## src/rtl/i2c_regmap_pkg.sv

```systemverilog
// Register map constants, CTRL bit positions and write-FSM encoding for the
// I2C register bank.
package i2c_regmap_pkg;

  localparam logic [7:0] CFG_BASE = 8'h40;
  localparam logic [7:0] CTRL_IDX = 8'h4F;
  localparam logic [7:0] STAT_IDX = 8'h50;
  localparam logic [7:0] LAST_IDX = 8'h53;

  localparam int CTRL_COMMIT_BIT = 0;
  localparam int CTRL_EN_REQ_BIT = 1;
  localparam int CTRL_CLEAR_BIT  = 7;

  typedef enum logic [1:0] {
    S_IDLE   = 2'd0,
    S_WR     = 2'd1,
    S_COMMIT = 2'd2
  } state_t;

endpackage

```

## src/rtl/bank_wdt.sv

```systemverilog
// Commit watchdog: counts cycles while the motor is enabled and flags a trip
// when WDT_CYCLES elapse without a kick. WDT_CYCLES of zero disables it.
module bank_wdt #(
  parameter logic [31:0] WDT_CYCLES = 32'd50_000_000
) (
  input  logic clk,
  input  logic rst,
  input  logic enable,
  input  logic kick,
  output logic trip
);

  logic [31:0] cnt;

  always_ff @(posedge clk or negedge rst) begin
    if (!rst) begin
      cnt <= 32'd0;
    end else if ((WDT_CYCLES == 32'd0) || kick || !enable) begin
      cnt <= 32'd0;
    end else if (cnt != WDT_CYCLES) begin
      cnt <= cnt + 32'd1;
    end
  end

  // Fires on the cycle whose increment reaches WDT_CYCLES.
  assign trip = (WDT_CYCLES != 32'd0) && enable && (cnt == WDT_CYCLES - 32'd1);

endmodule

```

## src/rtl/i2c_reg_bank.sv

```systemverilog
// Register bank behind the I2C slave: shadow config bytes committed atomically
// to cfg_active, CTRL byte, live/snapshot status bytes and a commit watchdog.
module i2c_reg_bank
  import i2c_regmap_pkg::*;
#(
  parameter logic [7:0]  BASE_ADDR  = CFG_BASE,
  parameter int          NUM_CFG    = 15,
  parameter logic [31:0] WDT_CYCLES = 32'd50_000_000
) (
  input  logic                 clk,
  input  logic                 rst,
  input  logic                 i2c_wr,
  input  logic                 i2c_rd,
  input  logic [7:0]           i2c_index,
  input  logic [7:0]           i2c_wdata,
  output logic [7:0]           i2c_rdata,
  input  logic [31:0]          status_in,
  output logic [8*NUM_CFG-1:0] cfg_active,
  output logic                 motor_en,
  output logic                 commit_pulse,
  output logic                 wdt_trip,
  output logic                 wr_err
);

  localparam logic [7:0] NUM_CFG_B = 8'(NUM_CFG);

  state_t      state, state_d;
  logic        wr_d, rd_d, wr_rise, rd_rise;
  logic [7:0]  wr_idx, wr_dat, pend_idx, pend_dat;
  logic        pend, take_new, take_pend, do_wr, do_commit;
  logic        ctrl_wr, bad_wr, clr_flags, wdt_hit, en_req;
  logic [7:0]  shadow [NUM_CFG];
  logic [23:0] snapshot;
  logic [7:0]  wr_off, rd_off, rd_mux;
  logic        wr_cfg_hit, rd_cfg_hit;

  // Handshake: i2c_wr is a level and only its rising edge launches one write;
  // i2c_rd is a strobe whose rising edge only matters for the status snapshot.
  // A rise while the FSM is busy parks in a one-entry pending slot.
  assign wr_rise = i2c_wr & ~wr_d;
  assign rd_rise = i2c_rd & ~rd_d;

  assign wr_off     = wr_idx - BASE_ADDR;
  assign rd_off     = i2c_index - BASE_ADDR;
  assign wr_cfg_hit = (wr_idx >= BASE_ADDR) && (wr_off < NUM_CFG_B);
  assign rd_cfg_hit = (i2c_index >= BASE_ADDR) && (rd_off < NUM_CFG_B);

  assign ctrl_wr   = do_wr && !wr_cfg_hit && (wr_idx == CTRL_IDX);
  assign bad_wr    = do_wr && !wr_cfg_hit && (wr_idx != CTRL_IDX);
  assign clr_flags = ctrl_wr && wr_dat[CTRL_CLEAR_BIT];

  always_ff @(posedge clk or negedge rst) begin
    if (!rst) state <= S_IDLE;
    else      state <= state_d;
  end

  always_comb begin
    state_d   = state;
    take_new  = 1'b0;
    take_pend = 1'b0;
    do_wr     = 1'b0;
    do_commit = 1'b0;
    case (state)
      S_IDLE: begin
        if (pend) begin
          take_pend = 1'b1;
          state_d   = S_WR;
        end else if (wr_rise) begin
          take_new = 1'b1;
          state_d  = S_WR;
        end
      end
      S_WR: begin
        do_wr   = 1'b1;
        state_d = (!wr_cfg_hit && (wr_idx == CTRL_IDX) && wr_dat[CTRL_COMMIT_BIT])
                  ? S_COMMIT : S_IDLE;
      end
      S_COMMIT: begin
        do_commit = 1'b1;
        state_d   = S_IDLE;
      end
      default: state_d = S_IDLE;
    endcase
  end

  always_ff @(posedge clk or negedge rst) begin
    if (!rst) begin
      wr_d     <= 1'b0;
      rd_d     <= 1'b0;
      wr_idx   <= 8'h00;
      wr_dat   <= 8'h00;
      pend     <= 1'b0;
      pend_idx <= 8'h00;
      pend_dat <= 8'h00;
    end else begin
      wr_d <= i2c_wr;
      rd_d <= i2c_rd;
      if (take_pend) begin
        wr_idx <= pend_idx;
        wr_dat <= pend_dat;
      end else if (take_new) begin
        wr_idx <= i2c_index;
        wr_dat <= i2c_wdata;
      end
      if (wr_rise && !take_new) begin
        pend     <= 1'b1;
        pend_idx <= i2c_index;
        pend_dat <= i2c_wdata;
      end else if (take_pend) begin
        pend <= 1'b0;
      end
    end
  end

  always_ff @(posedge clk or negedge rst) begin
    if (!rst) begin
      for (int k = 0; k < NUM_CFG; k++) shadow[k] <= 8'h00;
      en_req   <= 1'b0;
      wr_err   <= 1'b0;
      wdt_trip <= 1'b0;
    end else begin
      if (do_wr && wr_cfg_hit) begin
        for (int k = 0; k < NUM_CFG; k++)
          if (wr_off == 8'(k)) shadow[k] <= wr_dat;
      end
      if (ctrl_wr) en_req <= wr_dat[CTRL_EN_REQ_BIT];
      if (bad_wr)         wr_err <= 1'b1;
      else if (clr_flags) wr_err <= 1'b0;
      // A trip in the same cycle as a clear still leaves the flag set.
      if (wdt_hit)        wdt_trip <= 1'b1;
      else if (clr_flags) wdt_trip <= 1'b0;
    end
  end

  always_ff @(posedge clk or negedge rst) begin
    if (!rst) begin
      cfg_active   <= '0;
      motor_en     <= 1'b0;
      commit_pulse <= 1'b0;
    end else begin
      commit_pulse <= do_commit;
      if (do_commit) begin
        for (int k = 0; k < NUM_CFG; k++) cfg_active[8*k +: 8] <= shadow[k];
        motor_en <= en_req;
      end else if (wdt_hit) begin
        motor_en <= 1'b0;
      end
    end
  end

  bank_wdt #(.WDT_CYCLES(WDT_CYCLES)) u_wdt (
    .clk    (clk),
    .rst    (rst),
    .enable (motor_en),
    .kick   (do_commit),
    .trip   (wdt_hit)
  );

  always_comb begin
    rd_mux = 8'h00;
    if (rd_cfg_hit) begin
      for (int k = 0; k < NUM_CFG; k++)
        if (rd_off == 8'(k)) rd_mux = shadow[k];
    end else begin
      case (i2c_index)
        CTRL_IDX:        rd_mux[CTRL_EN_REQ_BIT] = en_req;
        STAT_IDX:        rd_mux = status_in[7:0];
        STAT_IDX + 8'd1: rd_mux = snapshot[7:0];
        STAT_IDX + 8'd2: rd_mux = snapshot[15:8];
        LAST_IDX:        rd_mux = snapshot[23:16];
        default:         rd_mux = 8'h00;
      endcase
    end
  end

  // Upper status bytes are frozen when byte0 is read so a multi-byte read is coherent.
  always_ff @(posedge clk or negedge rst) begin
    if (!rst) begin
      snapshot  <= 24'h0;
      i2c_rdata <= 8'h00;
    end else begin
      if (rd_rise && (i2c_index == STAT_IDX)) snapshot <= status_in[31:8];
      i2c_rdata <= rd_mux;
    end
  end

endmodule
```

## config.mk

```make
export PLATFORM = sky130hd
export DESIGN_NAME = i2c_reg_bank
export DESIGN_NICKNAME = d
export VERILOG_FILES = /design/src/rtl/i2c_regmap_pkg.sv /design/src/rtl/bank_wdt.sv /design/src/rtl/i2c_reg_bank.sv
export SDC_FILE = /design/constraint.sdc
export NUM_CORES = 1
export LEC_CHECK = 0
export ABC_CLOCK_PERIOD_IN_PS = 4600
export CAP_MARGIN = 20
export CORE_AREA = 4 4 265 241
export DETAILED_ROUTE_END_ITERATION = 10
export DIE_AREA = 0 0 269 245
export PLACE_DENSITY_LB_ADDON = 0.25
export SYNTH_ARGS = -nofsm -noshare
export SYNTH_HDL_FRONTEND = slang
export SYNTH_SLANG_ARGS = --single-unit
```

## constraint.sdc

```tcl
create_clock -name clk -period 4.6 [get_ports clk]
set_input_delay 0.69 -clock clk [delete_from_list [all_inputs] [get_ports clk]]
set_output_delay 0.69 -clock clk [all_outputs]
set_load 0.01 [all_outputs]
```

Word-level counts from Yosys, hierarchy flattened:

Index checks and enable logic that the tools add are counted.

* logic and storage cells: 166
* output and inout port bits: 132
* register bits: 346

* bitwise logic cells: 4
* reduce and logical (&&, ||, !) cells: 40
* add/sub/neg operators: 3
* mux-type cells: 43
* equality and inequality tests: 40
* magnitude comparators: 4

Operators by type and width (count)
* $mux W8: 20
* $eq A8 B4 Y1 const B: 14
* $eq A8 B3 Y1 const B: 8
* $mux W32: 2
* $eq A8 B7 Y1 const B: 6
* $add A32 B1 Y32 const B: 1
* $eq A32 B26 Y1 const B: 1
* $eq A8 B2 Y1 const B: 4
* $ne A32 B26 Y1 const B: 1
* $reduce_and A2 Y1: 15
* $pmux W6 S4: 1
* $eq A8 B1 Y1 const B: 2
* $ge A8 B7 Y1 const B: 2
* $logic_not A8 Y1: 2
* $lt A8 B4 Y1 const B: 2
* $sub A8 B7 Y8 const B: 2
* $mux W1: 14
* $logic_and A1 B1 Y1: 12
* $reduce_bool A2 Y1: 6
* $ne A8 B7 Y1 const B: 1
* $mux W2: 3
* $pmux W1 S5: 1
* $pmux W1 S4: 1
* $pmux W2 S2: 1
* other kinds (8): 12

Longest topological paths before layout:

* depth after elaboration: 18
* depth in mapped cells: 9

By module:

Synthesis repeated with hierarchy kept, for this count alone.

* cell total of the unflattened synthesis: 1447
* area total of the unflattened synthesis: 15497.4 um2

By module, submodules not included
* i2c_reg_bank: cells an instance 1247, times used 1, area an instance 13684.4 um2
* bank_wdt: cells an instance 200, times used 1, area an instance 1813.0 um2

Worst setup path after synthesis:

Ideal clock, no wire load.

* path kind: input to register
* start point: input port i2c_index[5]
* end point: register i2c_rdata[4]
* arrival time: 2.163 ns
* required time: 4.467 ns
* setup time: 0.133 ns
* path slack: 2.303 ns
* stages on the path: 7
* path through: or4b_1 buf_6 or3_4 o21ai_1 o21ai_0 o211ai_1 o211ai_1

* word-level cells in the longest chain between the ends: 18
* elaborated cells on any way between the ends: 40

Ends and longest elaborated chain
* start, declared: line i2c_reg_bank.sv:14 `input logic [7:0] i2c_index,`
* $sub A8 B7 Y8: line i2c_reg_bank.sv:44 `assign rd_off = i2c_index - BASE_ADDR;`
* $logic_not A8 Y1: line i2c_reg_bank.sv:163 `if (rd_off == 8'(k)) rd_mux = shadow[k];`
* $mux W8 (15 in a row): line i2c_reg_bank.sv:163
* $mux W8 (*): line i2c_reg_bank.sv:161 `if (rd_cfg_hit) begin`
* named net rd_mux[4]: line i2c_reg_bank.sv:34 `logic [7:0] wr_off, rd_off, rd_mux;`
* end signal, assigned: line i2c_reg_bank.sv:183 `i2c_rdata <= rd_mux;`
* end, declared: line i2c_reg_bank.sv:16 `output logic [7:0] i2c_rdata,`

Mark *: on every way through the listed nets, which the timed path passes. The rest lies on a longest branch.
A chain may end at the register's enable or synchronous reset.

Worst setup path in the final report:

* start point: input port i2c_index[5]
* end point: register i2c_rdata[2]

Same word-level chain as after synthesis.

==> results by group <==
Timing
  – Period utilisation layout: 0.616
  – Slew @ Worst Pin: between 1 and 1.5 ns
  – Fin. max-slew vios: 0
  – Fmax: roughly 0.35 GHz
  – Max_slew headroom: 0.258
  – Clock skew: between 0.01 and 0.015 ns
  – Hold Slack: between 0.15 and 0.2 ns
  – Period minus WS final: about 2.8 ns
  – Hold Vio Cnt, Final: 0
  – Setup TNS: 0 ns
  – RSZ-0062 raised after global routing: no
  – Final setup viols: 0

Clock network
  – Deepest clock path buffer count: 3
  – Clock sinks: roughly 350
  – TritonCTS clock tree: done
  – Root buf cell: clkbuf_16
  – Post-CTS setup buffers: 0
  – Num CTS Buffers: 41
  – Hold_buf cts: 0
  – H-Tree Level Count: 2
  – Post_cts resized: 0
  – Clk slew on worst S/H paths: around 0.060 ns
  – Worst-skew pair later-pin latency: 0.54 ns

Setup path
  – CP Launch Type: input pin
  – Crit end category: flip-flop
  – Critical Path RT: roughly 5.1 ns
  – Crit path DAT: 3.29 ns
  – Crit Path Category: in -> reg
  – CP max FO: 11
  – Crit path from: i2c_index[5]
  – Worst flop-to-flop path startpoint: state[0]$_DFFE_PN0P_

Yosys
  – Top cells by area in the synthesized netlist: dfrtp_1 (57%), mux2_2 (12%), nand2_1 (10%)
  – Distinct cell type count of the synthesized netlist: 63
  – Mapped Area: about 15000 sq um
  – Largest area contributor in the netlist: dfrtp_1
  – Ys async rst share: 1.00
  – Syn Nets: between 1k and 1.5k
  – Synthesized flop and latch total: 346
  – EDFF count, synth: 0
  – Synth Flop Type: dfrtp_1
  – Mapped Cells: 1409
  – Yosys top cell area share: 0.570
  – Post-Syn Area per Cell: 10.8 sq um
  – Synth cell count leaders: nand2_1 (406), dfrtp_1 (346), mux2_2 (166)
  – Sequential-to-total area share from yosys stat: 0.570
  – Top-count cell post-synth: nand2_1
  – Yosys warnings: 0

Hold path
  – Worst hold path class: in -> async

Final layout
  – Final Cell Area: around 19000 sq um
  – Fin nets: 1631
  – Diodes inserted: 0
  – Finished Layout Cells: roughly 2.4k
  – Area Growth Syn to Fin: 26.2%
  – Register area: 8660 sq um
  – Share of cells above drive strength 1: 0.178
  – # fillers: between 6k and 7k
  – Multi-input gate area: between 6000 and 7000 sq um

Detailed routing
  – Routed len/inst: approximately 21 um
  – Post-route ant nets: 0
  – # DRC: 0
  – Pre-antenna DRT Iters: 5
  – WL final: between 40 and 50 mm
  – Via count: roughly 11k
  – Vias/cell: roughly 4.6
  – Initial DRC Count: 722

Placed design
  – Port bufs: roughly 180
  – Placed cells: between 2k and 2.5k
  – Hpwl dp: ~35 mm
  – Post-DP Area: about 18000 sq um
  – Routability cong.: ~0.86

Flow run
  – Max-cap violations: 0

Global route
  – Initial antenna violation count: 0
  – First-pass GRT wire length: ~75 mm
  – Largest net degree at the start of global routing: 121
  – Vias in the first global route: 11.6k
  – Total track usage: 0.149
  – Grt total ovfl: 0

Pwr
  – VDD IR-drop max: 0.202 mV
  – Pleak: just under 9 nW
  – PD cells: 416 nW/um^2

Die
  – Die area: about 66000 sq um
  – DIE WIDTH: 269 um
  – Cell Rows: 86
  – Starting Density: 0.249
  – I/O pin cnt: about 180
  – CORE AREA: ~61000 sq um
  – Die Height: 245 um

Outcome
  – Status: completed
final timing paths:
path,end,slack [ns],cells past startpoint
max reg2reg,cfg_active[5]$_DFFE_PN0P_,1.94,5
max in group asynchronous,u_wdt.cnt[11]$_DFFE_PN0P_,3.13,2
min reg2reg,cfg_active[64]$_DFFE_PN0P_,0.47,2
max,i2c_rdata[2]$_DFF_PN0_,1.77,7
min in group clk,cfg_active[64]$_DFFE_PN0P_,0.47,2
min,cfg_active[94]$_DFFE_PN0P_,0.19,1
cell families (layout without fill, tap and decap cells):
family	count (synthesis)	after routing	share of synthesized area
simple gates	577	577	0.165
flops	346	346	0.570
mux	208	208	0.159
compound gates	153	153	0.0625
buf+inv	93	286	0.0251
xor+xnor	30	30	0.0173
fa+ha+maj	2	2	0.00165
critical path: stages:
cell             delay [ns]
clkdlybuf4s50_1        0.50
or4b_1                 0.83
nor2_1                 0.71
nand3_1                0.15
o211ai_1               0.14
nand2_1                0.07
o221ai_1               0.18
cells in the final DEF (no fill, tap or decap), types with 8 or more instances in the layout:
cell type and instances:
nor3_1 13, nor2_2 9, nand3_1 25, buf_4 17, clkbuf_8 9, nand2b_1 8, o2bb2ai_1 8, a21oi_1 30
dfrtp_1 346, mux2i_1 32, o21ai_0 56, nor2_1 57, clkbuf_1 9, inv_1 10, a31oi_1 11, clkdlybuf4s50_1 180
mux4_2 10, and4_1 8, a22oi_1 9, xor2_1 22, nand2_1 406, clkbuf_16 41, mux2_2 166, xnor2_1 8
and3_1 9
final cells by class:
cell class	count	area share
sequential	346	0.451
multi-input combinational	970	0.322
timing repair buffer	204	0.106
clock buffer	59	0.0617
tap	792	0.0516
clock inverter	9	0.00391
inverter	14	0.00280
power by group:
part           leakage [nW]  total [W]  internal (W)  switching (W)
Combinational          3.49   0.000826      0.000439       0.000386
Sequential             4.74    0.00407       0.00343       0.000642
Clock                 0.618    0.00308       0.00183        0.00126
layer usage:
metal | track usage | routed length (um) | vias up
met5 | 0 | 0 | -
met1 | 0.212 | 23400 | 5585
met4 | 0.0375 | 1040 | 0
met3 | 0.0362 | 2920 | 76
met2 | 0.229 | 22300 | 284
li1 | - | - | 5148
state kept, by name (all words and copies together) (netlist names):
register	cells
commit_pulse	1
wr_d	1
en_req	1
i2c_rdata	8
rd_d	1
wr_err	1
motor_en	1
shadow	120
snapshot	24
pend	1
u_wdt.cnt	32
wdt_trip	1
wr_dat	8
wr_idx	8
pend_dat	8
state	2
pend_idx	8
cfg_active	120
per-stage QoR:
stage	total power, W	util	setup WS [ns]
6_report	0.00798	0.314	1.77
5_1_grt	0.00835	0.314	1.63
4_1_cts	0.00811	0.314	1.81
3_5_place_dp	0.00496	0.293	1.25
3_3_place_gp	0.00494	0.293	1.20
2_1_floorplan	0.00435	-	2.30
(Power assumes the default switching activity.)
==> RTL edit, RTL diff (same settings) <==
Re-encode `state_t` (3 states) as one-hot, 3 bits wide.
--- a/src/rtl/i2c_regmap_pkg.sv
+++ b/src/rtl/i2c_regmap_pkg.sv
@@ -13,6 +13,6 @@
 
-  typedef enum logic [1:0] {
-    S_IDLE   = 2'd0,
-    S_WR     = 2'd1,
-    S_COMMIT = 2'd2
+  typedef enum logic [2:0] {
+    S_IDLE   = 3'b001,
+    S_WR     = 3'b010,
+    S_COMMIT = 3'b100
   } state_t;
Behaviour: same outputs for any inputs over 4 cycles, from zero or initial values and one cycle with rst low; so few cycles prove little.
==> RTL edit against the unedited design <==
Final area grew 1.0%; power down 3.3%; global-route usage decreased by 0.86 points; fmax is 3.1% lower; worst setup slack got worse by 90 ps; sequential cell count rose by 1; synthesized area increased by 0.95%; wire length decreased by 6.5%.
==> RTL edit: results (changes against the unedited design) <==
Synthesis
The area share of fa/ha/maj cells after synthesis came to 0.002283 (+0.0006366). The number of instances in the synthesized netlist came to 1141 (-19%). The area fraction in compound gates after synthesis is 0.05479 (-0.007684). The number of distinct standard cells referenced by the synthesized netlist is 72 (+14%). Yosys attributes the largest share of cell area to sky130_fd_sc_hd__dfrtp_1 56%, sky130_fd_sc_hd__mux2_2 19%, sky130_fd_sc_hd__mux2i_1 2.5%. The register area share after synthesis is 0.5659 (-0.003674).

Routing
After detailed routing, no signal wire sits above met5. The total via count after detailed routing is 10100 (-9.0%). The wire length per cell is 21.70 µm (+4.5%). The met1 layer wirelength in the final routing is 21.79 mm (-7.1%).

The met3 routed wirelength is 2.539 mm (-13%). The first-iteration detailed-routing DRC count is 859 (+19%). The post-detailed-routing wire length is 46.48 mm (-6.5%). The total length of routed met2 wires came to 20.95 mm (-6.0%).

GRT
The initial antenna violation count is 6 (+6). The global routing usage on met1 is 0.2009 (-0.01151). The global-route wire length before repair came to 69.68 mm (-7.5%). The overall track demand over capacity in global routing is 0.1408 (-0.008597). The fraction of met2 tracks used by global routing is 0.2146 (-0.01455). The pin count of the biggest net entering global routing was 124 (+2.5%).

Place
The detailed placement HPWL is 32.43 mm (-8.3%). The routability congestion estimate is 0.8587 (about the same). The worst setup slack after placement is 1091 ps (-156.6 ps).

The post-place instance area is 18020 µm² (+0.70%).

Worst setup path
The largest driver fanout on the critical path is 10 (-1). In this run the critical register-to-register path is launched from wr_idx[7]. The data arrival time at the worst-slack endpoint is 3330 ps (+40 ps).

Timing
The tightest slew margin relative to the limit is 0.2862 (+0.02817). The worst-case clock skew was 25.56 ps (+12.97 ps).

Finish
The number of nets in the layout was 1371 (-16%).

Clock network
The number of buffers created by CTS is 40 (-2.4%). The source-to-sink clock delay at the later pin of the worst-skew pair is 580 ps (+40 ps).

Run status
The flow ran to the end, and the final reports show no timing, DRC or antenna violations.
RTL edit: cell types whose count changed in the layout (fill, tap and decap cells not counted), moves of 7 or more:
cell	change
sky130_fd_sc_hd__mux2_2	+99
sky130_fd_sc_hd__mux2_4	+20
sky130_fd_sc_hd__or3_1	+10
sky130_fd_sc_hd__buf_4	-8
sky130_fd_sc_hd__nor2_1	-12
sky130_fd_sc_hd__o21ai_0	-17
sky130_fd_sc_hd__nand2_1	-350
sky130_fd_sc_hd__xor2_1	-10
sky130_fd_sc_hd__mux2i_1	+7
sky130_fd_sc_hd__a21o_1	-7
RTL edit: area by class of cell:
type                    count  area (µm²)
fillers                  6031       41620
inverters                  12       45.04
well taps                 792       991.0
clock buffers              57        1115
repair buffers            196        1974
multi-input cells         720        6330
clock inverters            16       241.5
diodes                      2       5.005
flip-flops and latches    347        8685
RTL edit: worst paths after layout:
check,end,slack (ps),depth (start not counted)
max,i2c_rdata[7],1680,6
min,snapshot[23],230,1
max reg2reg,shadow[71],2090,4
min reg2reg,wr_idx[6],480,2
max in group asynchronous,cfg_active[98],3270,2
min in group clk,wr_idx[6],480,2
RTL edit: where the power goes:
| part | leakage, µW | internal (µW) | switching (µW) | total, µW |
|---|---|---|---|---|
| Combinational | 0.00317 | 328 | 355 | 683 |
| Sequential | 0.00477 | 3280 | 440 | 3710 |
| Clock | 0.000662 | 1980 | 1340 | 3320 |
RTL edit: critical path: stages:
cell and delay [ps]:
sky130_fd_sc_hd__clkdlybuf4s50_1 590, sky130_fd_sc_hd__or4b_1 850, sky130_fd_sc_hd__nor2_4 280, sky130_fd_sc_hd__nor2_1 110
sky130_fd_sc_hd__a2111oi_0 630, sky130_fd_sc_hd__o31ai_1 180
